## src/rtl/ahb_pkg.sv

```systemverilog
// Shared AHB-Lite protocol codes (transfer type, size, response) used by
// masters and slaves alike, plus the byte-lane decode for sub-word writes.
package ahb_pkg;

    typedef enum logic [1:0] {
        HTRANS_IDLE   = 2'b00,
        HTRANS_BUSY   = 2'b01,
        HTRANS_NONSEQ = 2'b10,
        HTRANS_SEQ    = 2'b11
    } htrans_e;

    typedef enum logic [2:0] {
        HSIZE_BYTE = 3'b000,
        HSIZE_HALF = 3'b001,
        HSIZE_WORD = 3'b010
    } hsize_e;

    typedef enum logic {
        HRESP_OKAY  = 1'b0,
        HRESP_ERROR = 1'b1
    } hresp_e;

    // Little-endian lane enables; only called for transfers already known aligned.
    function automatic logic [3:0] byte_lanes(input logic [1:0] offset, input logic [2:0] size);
        logic [3:0] lanes;
        case (size)
            HSIZE_BYTE: lanes = 4'b0001 << offset;
            HSIZE_HALF: lanes = offset[1] ? 4'b1100 : 4'b0011;
            default:    lanes = 4'b1111;
        endcase
        return lanes;
    endfunction

endpackage

```

## src/rtl/ahb_slave_mem_if.sv

```systemverilog
// AHB-Lite slave port bundle: address/data-phase inputs plus the slave
// response signals, viewed from either side through modports.
interface ahb_slave_mem_if #(
    parameter int DATA_WIDTH = 32
);
    logic                  hsel;
    logic [31:0]           haddr;
    logic [1:0]            htrans;
    logic                  hwrite;
    logic [2:0]            hsize;
    logic [2:0]            hburst;
    logic [DATA_WIDTH-1:0] hwdata;
    logic                  hready;
    logic                  hreadyout;
    logic                  hresp;
    logic [DATA_WIDTH-1:0] hrdata;

    modport master (
        output hsel, haddr, htrans, hwrite, hsize, hburst, hwdata, hready,
        input  hreadyout, hresp, hrdata
    );

    modport slave (
        input  hsel, haddr, htrans, hwrite, hsize, hburst, hwdata, hready,
        output hreadyout, hresp, hrdata
    );
endinterface

```

## src/rtl/ahb_slave_ram.sv

```systemverilog
// Single-port word RAM with per-byte write enables and asynchronous read.
// Contents are deliberately not reset.
module ahb_slave_ram #(
    parameter int MEM_DEPTH = 64,
    parameter int AW        = 6
) (
    input  logic          clk,
    input  logic [3:0]    we,
    input  logic [AW-1:0] addr,
    input  logic [31:0]   wdata,
    output logic [31:0]   rdata
);

    logic [31:0] mem [MEM_DEPTH];

    always_ff @(posedge clk) begin
        for (int i = 0; i < 4; i++) begin
            if (we[i]) begin
                mem[addr][8*i +: 8] <= wdata[8*i +: 8];
            end
        end
    end

    assign rdata = mem[addr];

endmodule

```

## src/rtl/ahb_slave_mem.sv

```systemverilog
// AHB-Lite memory slave: pipelined address/data phases, programmable OKAY
// wait states, two-cycle ERROR response, byte-lane writes into a local RAM.
module ahb_slave_mem
    import ahb_pkg::*;
#(
    parameter int DATA_WIDTH  = 32,
    parameter int MEM_DEPTH   = 64,
    parameter int WAIT_STATES = 0
) (
    input  logic           hclk,
    input  logic           hrst_n,
    ahb_slave_mem_if.slave bus
);

    localparam int         AW        = (MEM_DEPTH > 1) ? $clog2(MEM_DEPTH) : 1;
    localparam logic [2:0] WAIT_LAST = 3'((WAIT_STATES > 0) ? WAIT_STATES - 1 : 0);

    typedef enum logic [1:0] {IDLE, WAIT, ERR1, ERR2} state_e;

    state_e      state, state_nxt;
    logic [2:0]  wait_cnt, wait_cnt_nxt;

    logic          vld_p0;
    logic          wr_p0;
    logic [2:0]    size_p0;
    logic [AW+1:0] addr_p0;

    logic        hreadyout_int;
    logic        accept, accept_err, accept_ok;
    logic [3:0]  ram_we;
    logic [31:0] ram_rdata;
    logic        unused_hburst;

    function automatic logic addr_err(input logic [31:0] a, input logic [2:0] sz);
        logic bad;
        bad = (a[31:2] >= 30'(MEM_DEPTH))
            || (sz > HSIZE_WORD)
            || ((sz == HSIZE_HALF) && a[0])
            || ((sz == HSIZE_WORD) && (a[1:0] != 2'b00));
        return bad;
    endfunction

    // Address phase decode: a transfer is only taken while our own data phase
    // is not stretching the bus.
    always_comb begin
        hreadyout_int = (state != WAIT) && (state != ERR1);
        accept        = bus.hsel && bus.hready && hreadyout_int
                     && ((bus.htrans == HTRANS_NONSEQ) || (bus.htrans == HTRANS_SEQ));
        accept_err    = accept && addr_err(bus.haddr, bus.hsize);
        accept_ok     = accept && !accept_err;
    end

    always_comb begin
        state_nxt    = state;
        wait_cnt_nxt = wait_cnt;
        case (state)
            IDLE, ERR2: begin
                if (accept_err) begin
                    state_nxt = ERR1;
                end else if (accept_ok && (WAIT_STATES > 0)) begin
                    state_nxt    = WAIT;
                    wait_cnt_nxt = 3'd0;
                end else begin
                    state_nxt = IDLE;
                end
            end
            WAIT: begin
                if (wait_cnt == WAIT_LAST) begin
                    state_nxt = IDLE;
                end else begin
                    wait_cnt_nxt = wait_cnt + 3'd1;
                end
            end
            ERR1:    state_nxt = ERR2;
            default: state_nxt = IDLE;
        endcase
    end

    always_ff @(posedge hclk or negedge hrst_n) begin
        if (!hrst_n) begin
            state    <= IDLE;
            wait_cnt <= 3'd0;
        end else begin
            state    <= state_nxt;
            wait_cnt <= wait_cnt_nxt;
        end
    end

    // Data phase _p0: captured address-phase controls; vld_p0 marks an OKAY
    // transfer in flight and drops on the edge that completes it.
    always_ff @(posedge hclk or negedge hrst_n) begin
        if (!hrst_n) begin
            vld_p0  <= 1'b0;
            wr_p0   <= 1'b0;
            size_p0 <= 3'd0;
            addr_p0 <= '0;
        end else begin
            if (hreadyout_int) begin
                vld_p0 <= accept_ok;
            end
            if (accept) begin
                wr_p0   <= bus.hwrite;
                size_p0 <= bus.hsize;
                addr_p0 <= bus.haddr[AW+1:0];
            end
        end
    end

    assign ram_we = (vld_p0 && wr_p0 && hreadyout_int) ? byte_lanes(addr_p0[1:0], size_p0) : 4'b0000;

    ahb_slave_ram #(
        .MEM_DEPTH (MEM_DEPTH),
        .AW        (AW)
    ) u_ram (
        .clk   (hclk),
        .we    (ram_we),
        .addr  (addr_p0[AW+1:2]),
        .wdata (bus.hwdata[31:0]),
        .rdata (ram_rdata)
    );

    assign bus.hreadyout = hreadyout_int;
    assign bus.hresp     = ((state == ERR1) || (state == ERR2)) ? HRESP_ERROR : HRESP_OKAY;
    assign bus.hrdata    = (vld_p0 && !wr_p0) ? DATA_WIDTH'(ram_rdata) : '0;

    assign unused_hburst = ^bus.hburst;

endmodule

```

## src/flat_wrapper.sv

```systemverilog
// flat-port wrapper written by rule: the top's interface ports become plain ports
module ahb_slave_mem_flat import ahb_pkg::*;
#(
    parameter int DATA_WIDTH  = 32,
    parameter int MEM_DEPTH   = 64,
    parameter int WAIT_STATES = 0
)
  (hclk, hrst_n, bus_hsel, bus_haddr, bus_htrans, bus_hwrite, bus_hsize, bus_hburst, bus_hwdata, bus_hready, bus_hreadyout, bus_hresp, bus_hrdata);
  ahb_slave_mem_if #(.DATA_WIDTH(DATA_WIDTH)) bus_i ();
  input  logic hclk;
  input  logic hrst_n;
  input wire logic [$bits(bus_i.hsel)-1:0] bus_hsel;
  input wire logic [$bits(bus_i.haddr)-1:0] bus_haddr;
  input wire logic [$bits(bus_i.htrans)-1:0] bus_htrans;
  input wire logic [$bits(bus_i.hwrite)-1:0] bus_hwrite;
  input wire logic [$bits(bus_i.hsize)-1:0] bus_hsize;
  input wire logic [$bits(bus_i.hburst)-1:0] bus_hburst;
  input wire logic [$bits(bus_i.hwdata)-1:0] bus_hwdata;
  input wire logic [$bits(bus_i.hready)-1:0] bus_hready;
  output wire logic [$bits(bus_i.hreadyout)-1:0] bus_hreadyout;
  output wire logic [$bits(bus_i.hresp)-1:0] bus_hresp;
  output wire logic [$bits(bus_i.hrdata)-1:0] bus_hrdata;
  assign bus_i.hsel = bus_hsel;
  assign bus_i.haddr = bus_haddr;
  assign bus_i.htrans = bus_htrans;
  assign bus_i.hwrite = bus_hwrite;
  assign bus_i.hsize = bus_hsize;
  assign bus_i.hburst = bus_hburst;
  assign bus_i.hwdata = bus_hwdata;
  assign bus_i.hready = bus_hready;
  assign bus_hreadyout = bus_i.hreadyout;
  assign bus_hresp = bus_i.hresp;
  assign bus_hrdata = bus_i.hrdata;
  ahb_slave_mem #(.DATA_WIDTH(DATA_WIDTH), .MEM_DEPTH(MEM_DEPTH), .WAIT_STATES(WAIT_STATES)) u_core (.hclk(hclk), .hrst_n(hrst_n), .bus(bus_i));
endmodule
```

## config.mk

```make
export PLATFORM = sky130hd
export DESIGN_NAME = ahb_slave_mem_flat
export DESIGN_NICKNAME = d
export VERILOG_FILES = /design/src/rtl/ahb_pkg.sv /design/src/rtl/ahb_slave_mem_if.sv /design/src/rtl/ahb_slave_ram.sv /design/src/rtl/ahb_slave_mem.sv /design/src/flat_wrapper.sv
export SDC_FILE = /design/constraint.sdc
export NUM_CORES = 2
export LEC_CHECK = 0
export ABC_CLOCK_PERIOD_IN_PS = 2500
export CORE_AREA = 2 2 568 570
export CTS_BUF_LIST = sky130_fd_sc_hd__clkbuf_16
export CTS_CLUSTER_DIAMETER = 40
export DETAILED_ROUTE_END_ITERATION = 10
export DIE_AREA = 0 0 570 572
export SKIP_LAST_GASP = 1
export SLEW_MARGIN = 0
export SYNTH_ARGS = -nofsm -noshare
export SYNTH_HDL_FRONTEND = slang
export SYNTH_SLANG_ARGS = --single-unit
```

## constraint.sdc

```tcl
create_clock -name hclk -period 2.5 [get_ports hclk]
set_input_delay 0.25 -clock hclk [delete_from_list [all_inputs] [get_ports hclk]]
set_output_delay 0.25 -clock hclk [all_outputs]
set_load 0.02 [all_outputs]
```

==> key figures <==
Critical path
  • Worst path required time: 2250 ps
  • CP Launch Type: flop
  • Slowest-stage cell, CP: dfrtp_4
  • Reg-to-Reg Start: u_core.addr_p0[2]
  • Slowest cell delay on critical path: approximately 560 ps
  • R2R Path End: u_core.u_ram.mem[16][20]
  • Flop-to-flop setup slack: -630 ps
  • Critical Path Source: u_core.addr_p0[3]
  • Crit path max fanout: 7
  • Crit path arrival time: 3770 ps
  • CP Capture Type: output pin
  • CP Class: reg -> out
  • R2R depth: 11
  • Crit-path most repeated cell: buf_12
  • Critical-path cell list: buf_6 -> nor2b_4 -> buf_12 -> clkbuf_16 -> buf_12 -> a221oi_1 -> nor2_1 -> o21ai_2 -> nand4_1 -> o31a_1 -> buf_12 -> buf_12

Global routing
  • Number of global-route vias before repair: 48700
  • Global-route wire length before repair: 371000 um
  • Grt ovf: 0
  • Antenna violations before repair: 17
  • Largest net degree at the start of global routing: 65
  • Global Route Usage Sum: 15.8%

Pwr
  • Max IR drop VDD: about 0.74 mV
  • Pwr/cell area: 930 mW/mm^2
  • Pwr Total: approximately 98000 uW
  • Leak: 0.0345 uW

Logic synthesis
  • Yosys top cell by area: edfxtp_1
  • Ys async rst share: 0.871%
  • Synth top area share: roughly 77%
  • Post-synth EDFFs: 2048
  • Synth Register Bits: about 2100
  • Cell area after synthesis: between 0.07 and 0.08 sq mm
  • Post-Syn Nets: about 4600
  • Largest cells by area after synthesis: edfxtp_1, a221oi_1, mux4_2
  • Syn. warnings: 0
  • Top_reg_cell synth: edfxtp_1
  • Sequential share of the synthesized area: between 70% and 80%
  • Mapped Cells: 4549
  • Distinct cell type count of the synthesized netlist: 57
  • Syn Area/Cell: ~17 sq um

STA
  • Worst-margin pin slew: 937 ps
  • Worst Skew: 63.2 ps
  • Setup Viol. Count Final: around 1800
  • Min Tclk post-route: about 4000 ps
  • RSZ-0062 raised after global routing: yes
  • Relative slew slack: between 30% and 40%
  • Final Max Slew Viols: 0
  • TNS Setup: -425500 ps
  • Max Fclk: 0.249 GHz
  • Final worst path period share: 161%
  • Final-report hold violation count: 0
  • Setup ws final: -1520 ps

Cells and area
  • Layout area overhead: 32.4%
  • Nets: 5618
  • Ratio of cells with drive above 1 in the final layout: approximately 33%

Worst hold path
  • Worst hold path class: in -> reg
  • Cells on Worst Hold Path: 2
  • Hold EP: u_core.u_ram.mem[57][21]
  • Hold Crit Start: bus_hwdata[21]

Clock tree
  • Number of buffers created by CTS: 240
  • Clock Latency Late Sink: around 910 ps
  • Clock sink count: about 2100
  • Clock transition at the registers of the reported paths: 70 ps
  • CTS tree: done
  • Clk root buf: clkbuf_16
  • H-tree depth: 4
  • Deepest clock path buffer count: 3

Placement
  • DP HPWL: about 180000 um
  • Pre-CTS setup slack: -910 ps
  • Routability cong.: ~0.91
  • Buffers on Ports: roughly 110

Floorplan
  • Die area: ~0.33 sq mm
  • Die X: roughly 570 um
  • Initial Utilization: about a quarter
  • Number of I/O pins: ~110
  • Die height: approximately 570 um
  • Core Rows: approximately 210
  • Core ar.: ~0.32 sq mm

Drt
  • DRT iter0 DRCs: ~7300
  • DRC viols: 0
  • Routed WL: 270000 um
  • ANT nets after route: 0
  • Via density: 5.06
  • Via count: slightly above 50000
  • Routed len/inst: roughly 27 um
  • First drt pass iteration count: 8

Job
  • Max-capacitance violation count: 0

Run status
  • Status: finished with violations
  • Failing checks: setup timing
## metrics by stage
stage	cell area [sq um]	utilization [%]	hold WS, ps	cells
finish	105000	32.9	5.83	9966
global placement	92600	28.9	464	9336
CTS	103000	32.3	1.35	9887
detailed placement	92600	28.9	462	9336
floorplan	79500	-	-45.6	4549
global route	105000	32.9	32.4	9964
## flip-flops by register name, indices dropped and copies added (netlist names)
signal            count
u_core.wait_cnt       3
u_core.size_p0        3
u_core.u_ram.mem   2048
u_core.wr_p0          1
u_core.state          2
u_core.vld_p0         1
u_core.addr_p0        8
## how the worst max path moves through the flow
stage | slack [ps] | endpoint | cells past startpoint
global route | -1590 | bus_hrdata[7] | 13
finish | -1520 | bus_hrdata[5] | 12
global placement | -900 | bus_hrdata[31] | 11
detailed placement | -910 | bus_hrdata[31] | 11
CTS | -1510 | bus_hrdata[7] | 11
floorplan | 110 | u_core.u_ram.mem[53][16] | 8
## layer usage
metal / wire (um) / part of all wire [%] / vias to the layer above / track usage [%]
li1: - / - / 20900 / -
met1: 104000 / 38 / 26000 / 20.5
met2: 124000 / 46 / 2962 / 25.0
met3: 26300 / 9.7 / 599 / 3.24
met4: 16100 / 6.0 / 0 / 8.41
met5: 0 / 0 / - / 0
## repair_timing
item                                    4_1_cts  5_1_grt
hold endpoints to repair                    755        0
gates resized for setup                     293      247
hold buffers                                 29        0
cloned                                       14       11
endpoints found under the setup margin     1319     1783
pin swaps                                    99      151
setup buffers                                50       66
## worst max-delay path, delay by kind of cell, from the launching register on
family	cells	cell delay [ps]
AND/OR/NAND/NOR	3	530
AO/OA/AOI/OAI	3	840
buffers and inverters	6	900
flip-flops	1	560
## kinds of logic (layout without fill, tap and decap cells)
group | after synthesis | after routing | share of synthesized area, %
compound gates | 1078 | 1078 | 10.2
xor+xnor | 2 | 2 | 0.0220
fa+ha+maj | 5 | 5 | 0.0786
buf+inv | 363 | 1569 | 2.02
flops | 2066 | 2066 | 77.9
mux | 345 | 345 | 6.20
other cells | 0 | 11 | 0
simple gates | 690 | 690 | 3.62
## synthesized netlist by cell type, types with 9 or more instances
cell / instances
edfxtp_1: 2048
nor2_1: 444
a221oi_1: 435
mux2i_1: 197
a22oi_1: 191
clkbuf_1: 167
o21ai_0: 158
buf_2: 129
mux4_2: 115
nand2_1: 108
o22ai_1: 83
a21oi_1: 77
buf_1: 41
mux2_2: 33
a22o_1: 31
nand3_1: 31
nor3_1: 31
nand4_1: 30
o31a_1: 28
o221ai_1: 20
dfrtp_1: 18
a211oi_1: 16
a222oi_1: 16
inv_1: 13
buf_6: 9
## final cells by class
class / instances / area [sq um]
inverters: 13 / 68.8
flip-flops and latches: 2066 / 62000
diodes: 11 / 27.5
clock buffers: 240 / 6010
fillers: 30100 / 215000
well taps: 4200 / 5260
clock inverters: 221 / 2440
multi-input cells: 2120 / 17900
repair buffers: 1095 / 11600
## power by group
part / internal [uW] / leakage, uW / switching, uW / total (uW)
sequential: 38100 / 0.0186 / 95.4 / 38200
clock: 21200 / 0.00420 / 15100 / 36400
combinational: 9780 / 0.0117 / 13600 / 23400
total: 69100 / 0.0345 / 28800 / 97900
## placed cells by master (no fill, tap or decap), types with 77 or more instances in the layout
cell type	n
nand2_1	104
nor2_1	422
buf_4	709
a22oi_1	169
o22ai_1	77
edfxtp_1	2048
mux2i_1	189
buf_12	178
mux4_2	115
a221oi_2	130
a221oi_1	287
clkbuf_16	251
Power figures use the tool's default switching activity.
